### config.mk
export PLATFORM = sky130hd
export DESIGN_NAME = multicycle_control_fsm
export DESIGN_NICKNAME = d
export VERILOG_FILES = /design/src/rtl/multicycle_control_fsm.sv
export SDC_FILE = /design/constraint.sdc
export NUM_CORES = 1
export LEC_CHECK = 0
export ABC_AREA = 1
export CAP_MARGIN = 25
export CORE_MARGIN = 2
export CORE_UTILIZATION = 40
export CTS_CLUSTER_SIZE = 12
export DETAILED_ROUTE_END_ITERATION = 12
export PLACE_DENSITY = 0.67
export SETUP_SLACK_MARGIN = 0.5
export SLEW_MARGIN = 20
export SYNTH_ARGS = -nofsm -noshare
export SYNTH_HDL_FRONTEND = slang
export SYNTH_SLANG_ARGS = --single-unit
### constraint.sdc
create_clock -name clk -period 2.2 [get_ports clk]
set_clock_uncertainty 0.05 [all_clocks]
set_input_delay 0.44 -clock clk [delete_from_list [all_inputs] [get_ports clk]]
set_output_delay 0.44 -clock clk [all_outputs]
set_load 0.02 [all_outputs]
### src/rtl/multicycle_control_fsm.sv
// Multi-cycle sequencing controller for the RV32I datapath: fetch/decode/execute/memory/writeback.
// Optional build macro ILLEGAL_TRAP_EN freezes the core in TRAP on an illegal opcode.
module multicycle_control_fsm #(
  parameter int INSTRET_WIDTH = 32,
  parameter int BOOT_CYCLES   = 1
) (
  input  logic                     clk,
  input  logic                     rst_n,
  input  logic [6:0]               instrution_opcode,
  input  logic                     mem_ready,
  input  logic                     branch_taken,
  output logic                     mem_read,
  output logic                     mem_write,
  output logic                     iord,
  output logic                     ir_write,
  output logic                     pc_write,
  output logic                     reg_write,
  output logic [1:0]               alu_src_a,
  output logic [1:0]               alu_src_b,
  output logic [1:0]               aluop,
  output logic                     pc_source,
  output logic [1:0]               memory_to_reg,
  output logic                     branch,
  output logic                     trap,
  output logic [INSTRET_WIDTH-1:0] instret
);

  localparam logic [6:0] OP_R      = 7'b0110011;
  localparam logic [6:0] OP_I      = 7'b0010011;
  localparam logic [6:0] OP_LOAD   = 7'b0000011;
  localparam logic [6:0] OP_STORE  = 7'b0100011;
  localparam logic [6:0] OP_BRANCH = 7'b1100011;
  localparam logic [6:0] OP_LUI    = 7'b0110111;
  localparam logic [6:0] OP_AUIPC  = 7'b0010111;
  localparam logic [6:0] OP_JAL    = 7'b1101111;
  localparam logic [6:0] OP_JALR   = 7'b1100111;

  localparam int              BOOT_W    = (BOOT_CYCLES > 1) ? $clog2(BOOT_CYCLES) : 1;
  localparam logic [BOOT_W-1:0] BOOT_LAST = BOOT_W'(BOOT_CYCLES - 1);

  typedef enum logic [2:0] {
    S_BOOT, S_FETCH, S_DECODE, S_EXEC, S_MEM, S_WB
`ifdef ILLEGAL_TRAP_EN
    , S_TRAP
`endif
  } state_t;

  typedef enum logic [3:0] {
    C_R, C_I, C_LOAD, C_STORE, C_BRANCH, C_LUI, C_AUIPC, C_JAL, C_JALR, C_ILLEGAL
  } op_class_t;

  state_t            state;
  op_class_t         op_class;
  logic [BOOT_W-1:0] boot_cnt;

  always_comb begin
    case (instrution_opcode)
      OP_R:      op_class = C_R;
      OP_I:      op_class = C_I;
      OP_LOAD:   op_class = C_LOAD;
      OP_STORE:  op_class = C_STORE;
      OP_BRANCH: op_class = C_BRANCH;
      OP_LUI:    op_class = C_LUI;
      OP_AUIPC:  op_class = C_AUIPC;
      OP_JAL:    op_class = C_JAL;
      OP_JALR:   op_class = C_JALR;
      default:   op_class = C_ILLEGAL;
    endcase
  end

  // NOTE: sequential state uses non-blocking assignments so every register samples pre-edge values.
  always_ff @(posedge clk or negedge rst_n) begin
    if (!rst_n) begin
      state    <= S_BOOT;
      boot_cnt <= '0;
      instret  <= '0;
    end else begin
      case (state)
        S_BOOT:
          if (boot_cnt == BOOT_LAST) state <= S_FETCH;
          else                       boot_cnt <= boot_cnt + BOOT_W'(1);
        S_FETCH:
          if (mem_ready) state <= S_DECODE;
        S_DECODE:
          if (op_class == C_ILLEGAL) begin
`ifdef ILLEGAL_TRAP_EN
            state   <= S_TRAP;
`else
            state   <= S_FETCH;
            instret <= instret + INSTRET_WIDTH'(1);
`endif
          end else begin
            state <= S_EXEC;
          end
        S_EXEC:
          case (op_class)
            C_BRANCH: begin
              state   <= S_FETCH;
              instret <= instret + INSTRET_WIDTH'(1);
            end
            C_LOAD, C_STORE: state <= S_MEM;
            default:         state <= S_WB;
          endcase
        S_MEM:
          if (mem_ready) begin
            if (op_class == C_LOAD) begin
              state <= S_WB;
            end else begin
              state   <= S_FETCH;
              instret <= instret + INSTRET_WIDTH'(1);
            end
          end
        S_WB: begin
          state   <= S_FETCH;
          instret <= instret + INSTRET_WIDTH'(1);
        end
        default: state <= state;
      endcase
    end
  end

  // NOTE: every output gets a default first so no path through the case infers a latch.
  always_comb begin
    mem_read      = 1'b0;
    mem_write     = 1'b0;
    iord          = 1'b0;
    ir_write      = 1'b0;
    pc_write      = 1'b0;
    reg_write     = 1'b0;
    alu_src_a     = 2'b00;
    alu_src_b     = 2'b00;
    aluop         = 2'b00;
    pc_source     = 1'b0;
    memory_to_reg = 2'b00;
    branch        = 1'b0;
    trap          = 1'b0;
    case (state)
      S_FETCH: begin
        mem_read  = 1'b1;
        alu_src_a = 2'b10;
        alu_src_b = 2'b10;
        ir_write  = mem_ready;
        pc_write  = mem_ready;
      end
      S_DECODE: begin
        alu_src_a = 2'b01;
        alu_src_b = 2'b01;
      end
      S_EXEC:
        case (op_class)
          C_R:     begin alu_src_a = 2'b00; alu_src_b = 2'b00; aluop = 2'b10; end
          C_I:     begin alu_src_a = 2'b00; alu_src_b = 2'b01; aluop = 2'b11; end
          C_LUI:   begin alu_src_a = 2'b11; alu_src_b = 2'b01; end
          C_AUIPC: begin alu_src_a = 2'b01; alu_src_b = 2'b01; end
          C_LOAD, C_STORE: alu_src_b = 2'b01;
          C_BRANCH: begin
            aluop     = 2'b01;
            branch    = 1'b1;
            pc_source = 1'b1;
            pc_write  = branch_taken;
          end
          C_JAL:   begin pc_source = 1'b1; pc_write = 1'b1; end
          C_JALR:  begin alu_src_b = 2'b01; pc_write = 1'b1; end
          default: ;
        endcase
      S_MEM: begin
        iord      = 1'b1;
        mem_read  = (op_class == C_LOAD);
        mem_write = (op_class == C_STORE);
      end
      S_WB: begin
        reg_write = 1'b1;
        if (op_class == C_LOAD)                            memory_to_reg = 2'b01;
        else if (op_class == C_JAL || op_class == C_JALR)  memory_to_reg = 2'b10;
      end
`ifdef ILLEGAL_TRAP_EN
      S_TRAP: trap = 1'b1;
`endif
      default: ;
    endcase
  end

endmodule

Word level (Yosys, flattened, before mapping)

Index checks and enable logic that the tools add are counted.

Register bits: 36
Input port bits: 11
Output and inout port bits: 49
Word-level logic and storage cells: 79

$add $sub $neg: 2
Eq/ne operators: 29
Mux-type cells: 34
Reductions and logical operators: 11

Operators by type and width:

| cell                  | number |
|---|---|
| $mux 32               | 4 |
| $pmux 32 s4           | 1 |
| $pmux 4 s9            | 1 |
| $add 32x1->32 const B | 1 |
| $eq 7x6->1 const B    | 3 |
| $eq 7x7->1 const B    | 3 |
| $pmux 2 s3            | 3 |
| $pmux 3 s6            | 1 |
| $eq 4x3->1 const B    | 4 |
| $eq 7x5->1 const B    | 2 |
| $mux 3                | 4 |
| $ne 2x2->1 const B    | 6 |
| $mux 1                | 10 |
| $mux 2                | 5 |
| $eq 4x2->1 const B    | 2 |
| $eq 4x4->1 const B    | 2 |
| $eq 7x2->1 const B    | 1 |
| $eq 3x2->1 const B    | 2 |
| $eq 3x3->1 const B    | 2 |
| $pmux 1 s2            | 3 |
| $pmux 3 s2            | 1 |
| $reduce_bool 6->1     | 1 |
| $reduce_or 2->1       | 3 |
| $reduce_or 6->1       | 1 |
| other kinds (10)      | 10 |

Logic depth before layout (Yosys ltp)

Gate-level depths: netlist (run 1).

Depth after elaboration: 7
Depth in mapped cells: 12
Depth with buffers taken out: 11

Worst setup path after synthesis (run 1)

OpenSTA, ideal clock, no wires.

Path kind: register to output
Start point: register state[2]
End point: output port pc_write
Data arrival time: 1.804 ns
Data required time: 1.710 ns
Setup slack: -0.094 ns
Cell stages (with the launch flop): 8
Path buffers: 0
Cells stage by stage: dfrtp_1 > inv_1 > nand2_1 > nor2_1 > inv_1 > nor2_1 > a211oi_1 > nor2_1

Word-level cells in the longest chain between the ends: 2
Elaborated cells between the ends (all ways): 3
Those cells by class: eq/ne: 2; mux: 1

Ends and longest elaborated chain:

| element                                         | RTL line | source |
|---|---|---|
| from (decl)                                     | 52       | `state_t state;` |
| from (signal assigned)                          | 117      | `default: state <= state;` |
| $eq 3x2->1 / $eq 3x1->1 (equally long branches) | 137      | `case (state)` |
| $pmux 1 s2 *                                    | 137      |  |
| to (decl)                                       | 16       | `output logic pc_write,` |

Every way passes the cells marked *; elsewhere a longest branch is shown, timed or not.

Final worst setup path (run 1)

Start point: input port instrution_opcode[4]
End point: output port aluop[1]

Word-level cells in the longest chain between the ends: 5
Elaborated cells between the ends (all ways): 15
Those cells by class: eq/ne: 11; mux: 3; reduce/logical: 1

Ends and longest elaborated chain:

| element                            | RTL line | source |
|---|---|---|
| from (decl)                        | 9        | `input logic [6:0] instrution_opcode,` |
| $eq 7x7->1 (tied with other cells) | 57       | `case (instrution_opcode)` |
| $pmux 4 s9 *                       | 57       |  |
| $eq 4x3->1 (tied with other cells) | 150      | `case (op_class)` |
| $pmux 2 s3 *                       | 150      |  |
| $mux 2 *                           | 137      |  |
| to (decl)                          | 20       | `output logic [1:0] aluop,` |

Marks and branches as above.

==> summary.txt, run 1 <==
Outcome - complete, no violations
Logic pwr share - 59.2%
Startpoint Class - input port
TritonCTS buffer count - 5
Count of pins on the block boundary - 60
Max IR drop VDD - 783 uV
Overall power consumption - 0.00340 W
Syn_nets - 451
Max Root-Sink Buffers - 2
Top flip-flop cell by instance count after synthesis - dfrtp_1
Required @ worst endpoint - 1710 ps
Count of TritonRoute iterations in the first routing pass - 5
Mean instance size in the synthesized netlist - 6.54 um^2
Flip-flop and latch count after synthesis - 35
Port bufs - 58
Total gr overflow - 0
Type of the tightest min-delay check - register to register
Die Span X - 88.7 um
Distinct cells, synth - 30
Ranking of synthesized cells by instance count - 157 x nand2_1, 70 x nor2_1, 39 x nand2_2
Share of the yosys chip area belonging to registers - 30.5%
FF+latch area - 878 um^2
Leading cell types by total area after synthesis - dfrtp_1 30%, nand2_1 21%, nor2_1 9.1%, nand2_2 8.5%, nand4_1 7.4%
CTS Root Buffer Type - clkbuf_8
Share of total power consumed by net switching - 45.2%
Synth Cell Area - 0.00287 mm^2
Number of nets still failing antenna checks after routing - 0
Library cell occupying the most area in the post-synthesis netlist - dfrtp_1
Power per Cell Area - 789 mW/mm^2
Final instance area - 0.00431 mm^2
First-pass GRT wire length - 14300 um
Clock latency at the later pin of the worst-skew pair - 300 ps
Worst EP arrival - 1500 ps
Switching power - 0.00154 W
Power share of the sequential group - 23.3%
Highest Signal Layer - met4
Initial core utilization - 41.8%
Global placer's final weighted congestion - 0.947
Overall Global Routing Usage - 23.0%
Clock transition at the registers of the reported paths - 80 ps
Area share of the largest cell type after synthesis - 30.5%
Sum of net half-perimeters after detailed placement - 6120 um
Area enclosed by the die boundary - 0.00788 mm^2
Yosys synthesis warning count - 0
Share of final-layout standard cells stronger than drive strength 1 - 35.0%
Critical path endpoint category - output port
Detailed-routed wire length on met3 - 498 um
Core occupancy in the finished layout - 62.7%
# H-tree levels - 2
Final worst-path cycle share - 90.5%
CTS Sinks - 35
Multi-input gate area - 0.00205 mm^2
Cell with the most instances after synthesis - nand2_1
Via count of the first global-routing pass - 3131
Share of flip-flops with an asynchronous set or reset after synthesis - 100%
Average wire length per cell after detail routing - 14.1 um
# DRC - 0
Leakage - 2.10 nW
Overall via count from detail_route - 3261
Initial antenna violation count - 0
Area growth syn-to-layout - 50.0%
Number of rows in the core area - 30
Initial DRC Count - 207
Final worst path period need - 1990 ps
Int Power - 0.00186 W
DR vias/cell - 5.08
Fill cell total of the finished layout - 594
Pin count of the biggest net entering global routing - 36
Maximum net fanout on the critical path - 2
Post-synthesis instance total - 439
Category of the critical setup timing path - input port to output port
Routed wl met2 - 4400 um
Number of nets in the finished design - 557
Highest achievable clock rate - 0.502 GHz
Placed inst area - 0.00382 mm^2
Fin. Hold Viols - 0
Fraction of power consumed by the clock network - 17.5%
Setup_tns - 0 ps
Post-synth EDFFs - 0
Number of maximum-capacitance constraint violations - 0
DIE HEIGHT - 88.7 um
Worst setup timing slack at the placement stage - -712 ps
Post-route met1 wirelength - 3860 um
Standard cell core area - 0.00687 mm^2
Final setup fails - 0
Clock tree from TritonCTS - done
Final setup margin - 210 ps
Detailed Route WL - 9030 um
Cts hold-fix bufs - 0
Antenna cell count - 0
Pins Over Slew Limit - 0
Setup repair after global routing missed its margin - true
[repair_timing]
item,CTS,global route
endpoints found under the hold margin,0,0
buffers inserted,15,6
cloned,0,0
pin swaps,25,19
endpoints found under the setup margin,83,50
resized for setup,204,37
[flip-flops by register name (all words and copies together) (netlist names)]
| signal | cells |
|---|---|
| state | 3 |
| instret | 32 |
[cells in the final DEF, fill, tap and decap left out, types with 5 or more instances in the layout]
cell type,instances
buf_4,51
buf_6,18
clkbuf_8,5
dfrtp_1,33
dlygate4sd2_1,32
inv_1,13
inv_2,7
inv_4,5
nand2_1,149
nand2_2,42
nand2_4,5
nand3b_1,15
nand4_1,34
nor2_1,51
nor2_2,10
nor2_4,16
xor2_1,9
[worst paths after layout]
kind                            slack [ps]  cells after the start     endpoint                  from
worst max-delay path                   210                     11     aluop[1]  instrution_opcode[4]
worst min-delay path                   490                      2  instret[31]           instret[31]
worst max register to register         510                     11  instret[20]              state[1]
worst min register to register         490                      2  instret[31]           instret[31]
max in group asynchronous             1250                      2   instret[0]                 rst_n
min in group asynchronous              510                      2  instret[18]                 rst_n
[metrics by stage]
stage	instances	hold slack (ps)
5_1_grt	642	524
6_report	642	486
4_1_cts	636	486
2_1_floorplan	439	94.4
3_3_place_gp	613	465
3_5_place_dp	613	471
[critical path, stage by stage]
cell and delay (ps):
buf_8 90, buf_4 120, nand2_1 60, nor2_1 140
nand2_1 70, nand2_1 80, nor2_2 50, nand2_2 70
nand3_2 90, nor3_4 140, buf_6 140
[per-layer routing]
| layer | global-route usage [%] | vias to the layer above |
|---|---|---|
| met1 | 28.5 | 1510 |
| li1 | - | 1620 |
| met3 | 4.29 | 25 |
| met5 | 0 | - |
| met2 | 39.8 | 106 |
| met4 | 8.40 | 0 |
[cells by family (layout without fill, tap and decap cells)]
kind of cell / Yosys count / count (layout) / synth area share [%]
other cells: 1 / 1 / 0.131
fa+ha+maj: 1 / 1 / 0.435
buf+inv: 39 / 146 / 7.19
xor+xnor: 13 / 13 / 3.96
simple gates: 331 / 331 / 53.8
compound gates: 19 / 19 / 4.01
flops: 35 / 35 / 30.5
[final cells by class]
class / instances / area share (%)
inverter: 26 / 2.73
timing repair buffer: 112 / 23.8
multi-input combinational: 365 / 47.7
clock inverter: 3 / 1.02
sequential: 35 / 20.4
clock buffer: 5 / 1.60
tap: 96 / 2.79
[power by group through the flow]
| stage | logic (W) | registers (W) | clock network [W] |
|---|---|---|---|
| 6_report | 0.00201 | 0.000793 | 0.000594 |
| 5_1_grt | 0.00214 | 0.000807 | 0.000631 |
| 4_1_cts | 0.00184 | 0.000802 | 0.000604 |
| 3_5_place_dp | 0.00171 | 0.000812 | 0 |
| 3_3_place_gp | 0.00169 | 0.000809 | 0 |
| 2_1_floorplan | 0.00109 | 0.000859 | 0 |
(Power assumes the default switching activity.)
==> inputs of run 2 (changes only) <==
Settings changed: SLEW_MARGIN 20 to default.
Clock period 2.2 ns to 2.21 ns, I/O delays scaled along.
==> summary.txt, run 2 (synthesis results as in run 1) <==
Outcome - complete, no violations (unchanged)
Detailed Route WL - 8830 um (was 9030 um)
Final instance area - 0.00430 mm^2 (was 0.00431 mm^2)
Power per Cell Area - 779 mW/mm^2 (was 789 mW/mm^2)
DR vias/cell - 5.05 (was 5.08)
# DRC - 0 (unchanged)
Number of rows in the core area - 30 (unchanged)
Leakage - 2.09 nW (was 2.10 nW)
Registers with the highest flip-flop counts - instret x32, state x3 (unchanged)
First-pass GRT wire length - 14400 um (was 14300 um)
Largest stage delay on the critical path - 150 ps (was 140 ps)
Share of final-layout standard cells stronger than drive strength 1 - 35.0% (about the same)
Pin count of the biggest net entering global routing - 36 (unchanged)
Cell family contributing the most delay on the critical path - simple AND/OR/NAND/NOR gates (unchanged)
Max Root-Sink Buffers - 2 (unchanged)
Most frequent cell on the critical path - nand2_1 (unchanged)
Maximum net fanout on the critical path - 2 (unchanged)
Leading cell types in the layout, fill and taps excluded - 150 x nand2_1, 50 x nor2_1, 49 x buf_4, 40 x nand2_2, 34 x nand4_1 (was 149 x nand2_1, 51 x nor2_1, 51 x buf_4, 42 x nand2_2, 34 x nand4_1)
Type of the tightest min-delay check - register to register (unchanged)
Min-Delay Endpoint - instret[31] (unchanged)
Worst-case hold slack - 486 ps (about the same)
Hold Path Depth - 2 (unchanged)
Slowest stage cell on the critical path - nor3_4 (was nor2_1)
Via count of the first global-routing pass - 3101 (was 3131)
CTS Sinks - 35 (unchanged)
Initial core utilization - 41.8% (unchanged)
Final setup fails - 0 (unchanged)
Max IR drop VDD - 725 uV (was 783 uV)
Worst R2R End - instret[20] (unchanged)
Port bufs - 58 (unchanged)
Final worst-path cycle share - 91.6%
Reg-to-reg startpoint - state[1] (unchanged)
Clock tree from TritonCTS - done (unchanged)
TritonCTS buffer count - 5 (unchanged)
Pins Over Slew Limit - 0 (unchanged)
Top register by number of flip-flops - instret (unchanged)
Highest achievable clock rate - 0.494 GHz
Area growth syn-to-layout - 49.7% (was 50.0%)
Final worst path period need - 2020 ps
Antenna cell count - 0 (unchanged)
Standard cell core area - 0.00687 mm^2 (unchanged)
Path depth of the worst reg2reg path - 11 (unchanged)
Clock transition at the registers of the reported paths - 80 ps (about the same)
Overall via count from detail_route - 3240 (was 3261)
Overall Global Routing Usage - 23.1% (was 23.0%)
Category of the critical setup timing path - input port to output port (unchanged)
Total gr overflow - 0 (unchanged)
Required @ worst endpoint - 1720 ps (was 1710 ps)
Critical path endpoint category - output port (unchanged)
Flip-flop count of the largest register after layout - 32 (unchanged)
Startpoint of the lowest-slack hold path - instret[31] (unchanged)
Most common cell after layout, fill and taps aside - nand2_1 (unchanged)
Number of maximum-capacitance constraint violations - 0 (unchanged)
Die Span X - 88.7 um (unchanged)
Initial antenna violation count - 0 (unchanged)
Register-to-register setup slack - 560 ps (was 510 ps)
Setup repair after global routing missed its margin - true (unchanged)
Initial DRC Count - 235 (was 207)
Startpoint Class - input port (unchanged)
Sum of net half-perimeters after detailed placement - 6120 um (unchanged)
Global placer's final weighted congestion - 0.947 (unchanged)
Average wire length per cell after detail routing - 13.8 um (was 14.1 um)
Placed inst area - 0.00382 mm^2 (unchanged)
Worst EP arrival - 1530 ps (was 1500 ps)
Clock latency at the later pin of the worst-skew pair - 300 ps (about the same)
Number of nets in the finished design - 556 (was 557)
Number of nets still failing antenna checks after routing - 0 (unchanged)
Number of buffers and inverters on the critical path - 3 (unchanged)
Count of TritonRoute iterations in the first routing pass - 4 (was 5)
Fill cell total of the finished layout - 606 (was 594)
Area enclosed by the die boundary - 0.00788 mm^2 (unchanged)
CTS Root Buffer Type - clkbuf_8 (unchanged)
# H-tree levels - 2 (unchanged)
DIE HEIGHT - 88.7 um (unchanged)
Fin. Hold Viols - 0 (unchanged)
Count of pins on the block boundary - 60 (unchanged)
Ordered cell list for the critical path - buf_8 > buf_4 > nand2_1 > nor2_1 > nand2_1 > nand2_1 > nor2_2 > nand2_2 > nand3_2 > nor3_4 > buf_6 (unchanged)
==> run 2: changes by cell type in the layout (fill, tap and decap cells not counted), sizes merged <==
cell / change
buf: -1
==> run 2: per-stage QoR <==
step,utilization [%],instances,worst slack [ps],power [W],TNS [ps]
after detailed placement,55.7,613,-706,0.00251,-7950
after global placement,55.7,613,-624,0.00249,-6290
after global routing,62.6,641,175,0.00353,0
after floorplan,-,439,388,0.00195,0
after CTS,60.3,636,200,0.00325,0
final,62.6,641,186,0.00335,0
==> run 2: timing repair <==
item / in CTS / in global routing
buffers inserted: 15 / 5
endpoints found under the setup margin: 82 / 50
gates resized for setup: 205 / 35
hold buffers: 0 / 0
pin swaps: 26 / 19
==> run 2: how the worst max path moves through the flow <==
| stage | startpoint | slack (ps) | end | cells past startpoint |
|---|---|---|---|---|
| finish | instrution_opcode[4] | 190 | aluop[1] | 11 |
| global route | state[2] | 170 | alu_src_a[1] | 6 |
| CTS | instrution_opcode[4] | 200 | aluop[1] | 11 |
| detailed placement | instrution_opcode[1] | -710 | aluop[1] | 10 |
| global placement | instrution_opcode[5] | -620 | aluop[1] | 10 |
| floorplan | instrution_opcode[3] | 390 | aluop[1] | 9 |
==> run 2: metal layers <==
metal	track usage (%)	vias up	routed length, um
met5	0	-	0
met4	8.13	0	210
met3	4.29	21	521
met2	39.8	110	4290
met1	28.9	1488	3810
li1	-	1621	-
==> run 2: report_power, final <==
part	switching, W	leakage, nW	internal [W]
Combinational	0.00116	1.56	0.000800
Clock	0.000258	0.0581	0.000336
Sequential	0.0000801	0.477	0.000710
==> run 2: area by class of cell <==
class	count	area (um^2)	share of cell area (%)
multi-input combinational	365	2050	47.8
timing repair buffer	111	1020	23.7
sequential	35	878	20.4
tap	96	120	2.79
inverter	26	115	2.68
clock buffer	5	68.8	1.60
clock inverter	3	43.8	1.02
==> run 2: worst reg2reg max path, delay by kind of cell (launching register included) <==
family | cells | cell delay (ps)
simple gates | 7 | 630
buf+inv | 4 | 500
flops | 1 | 400
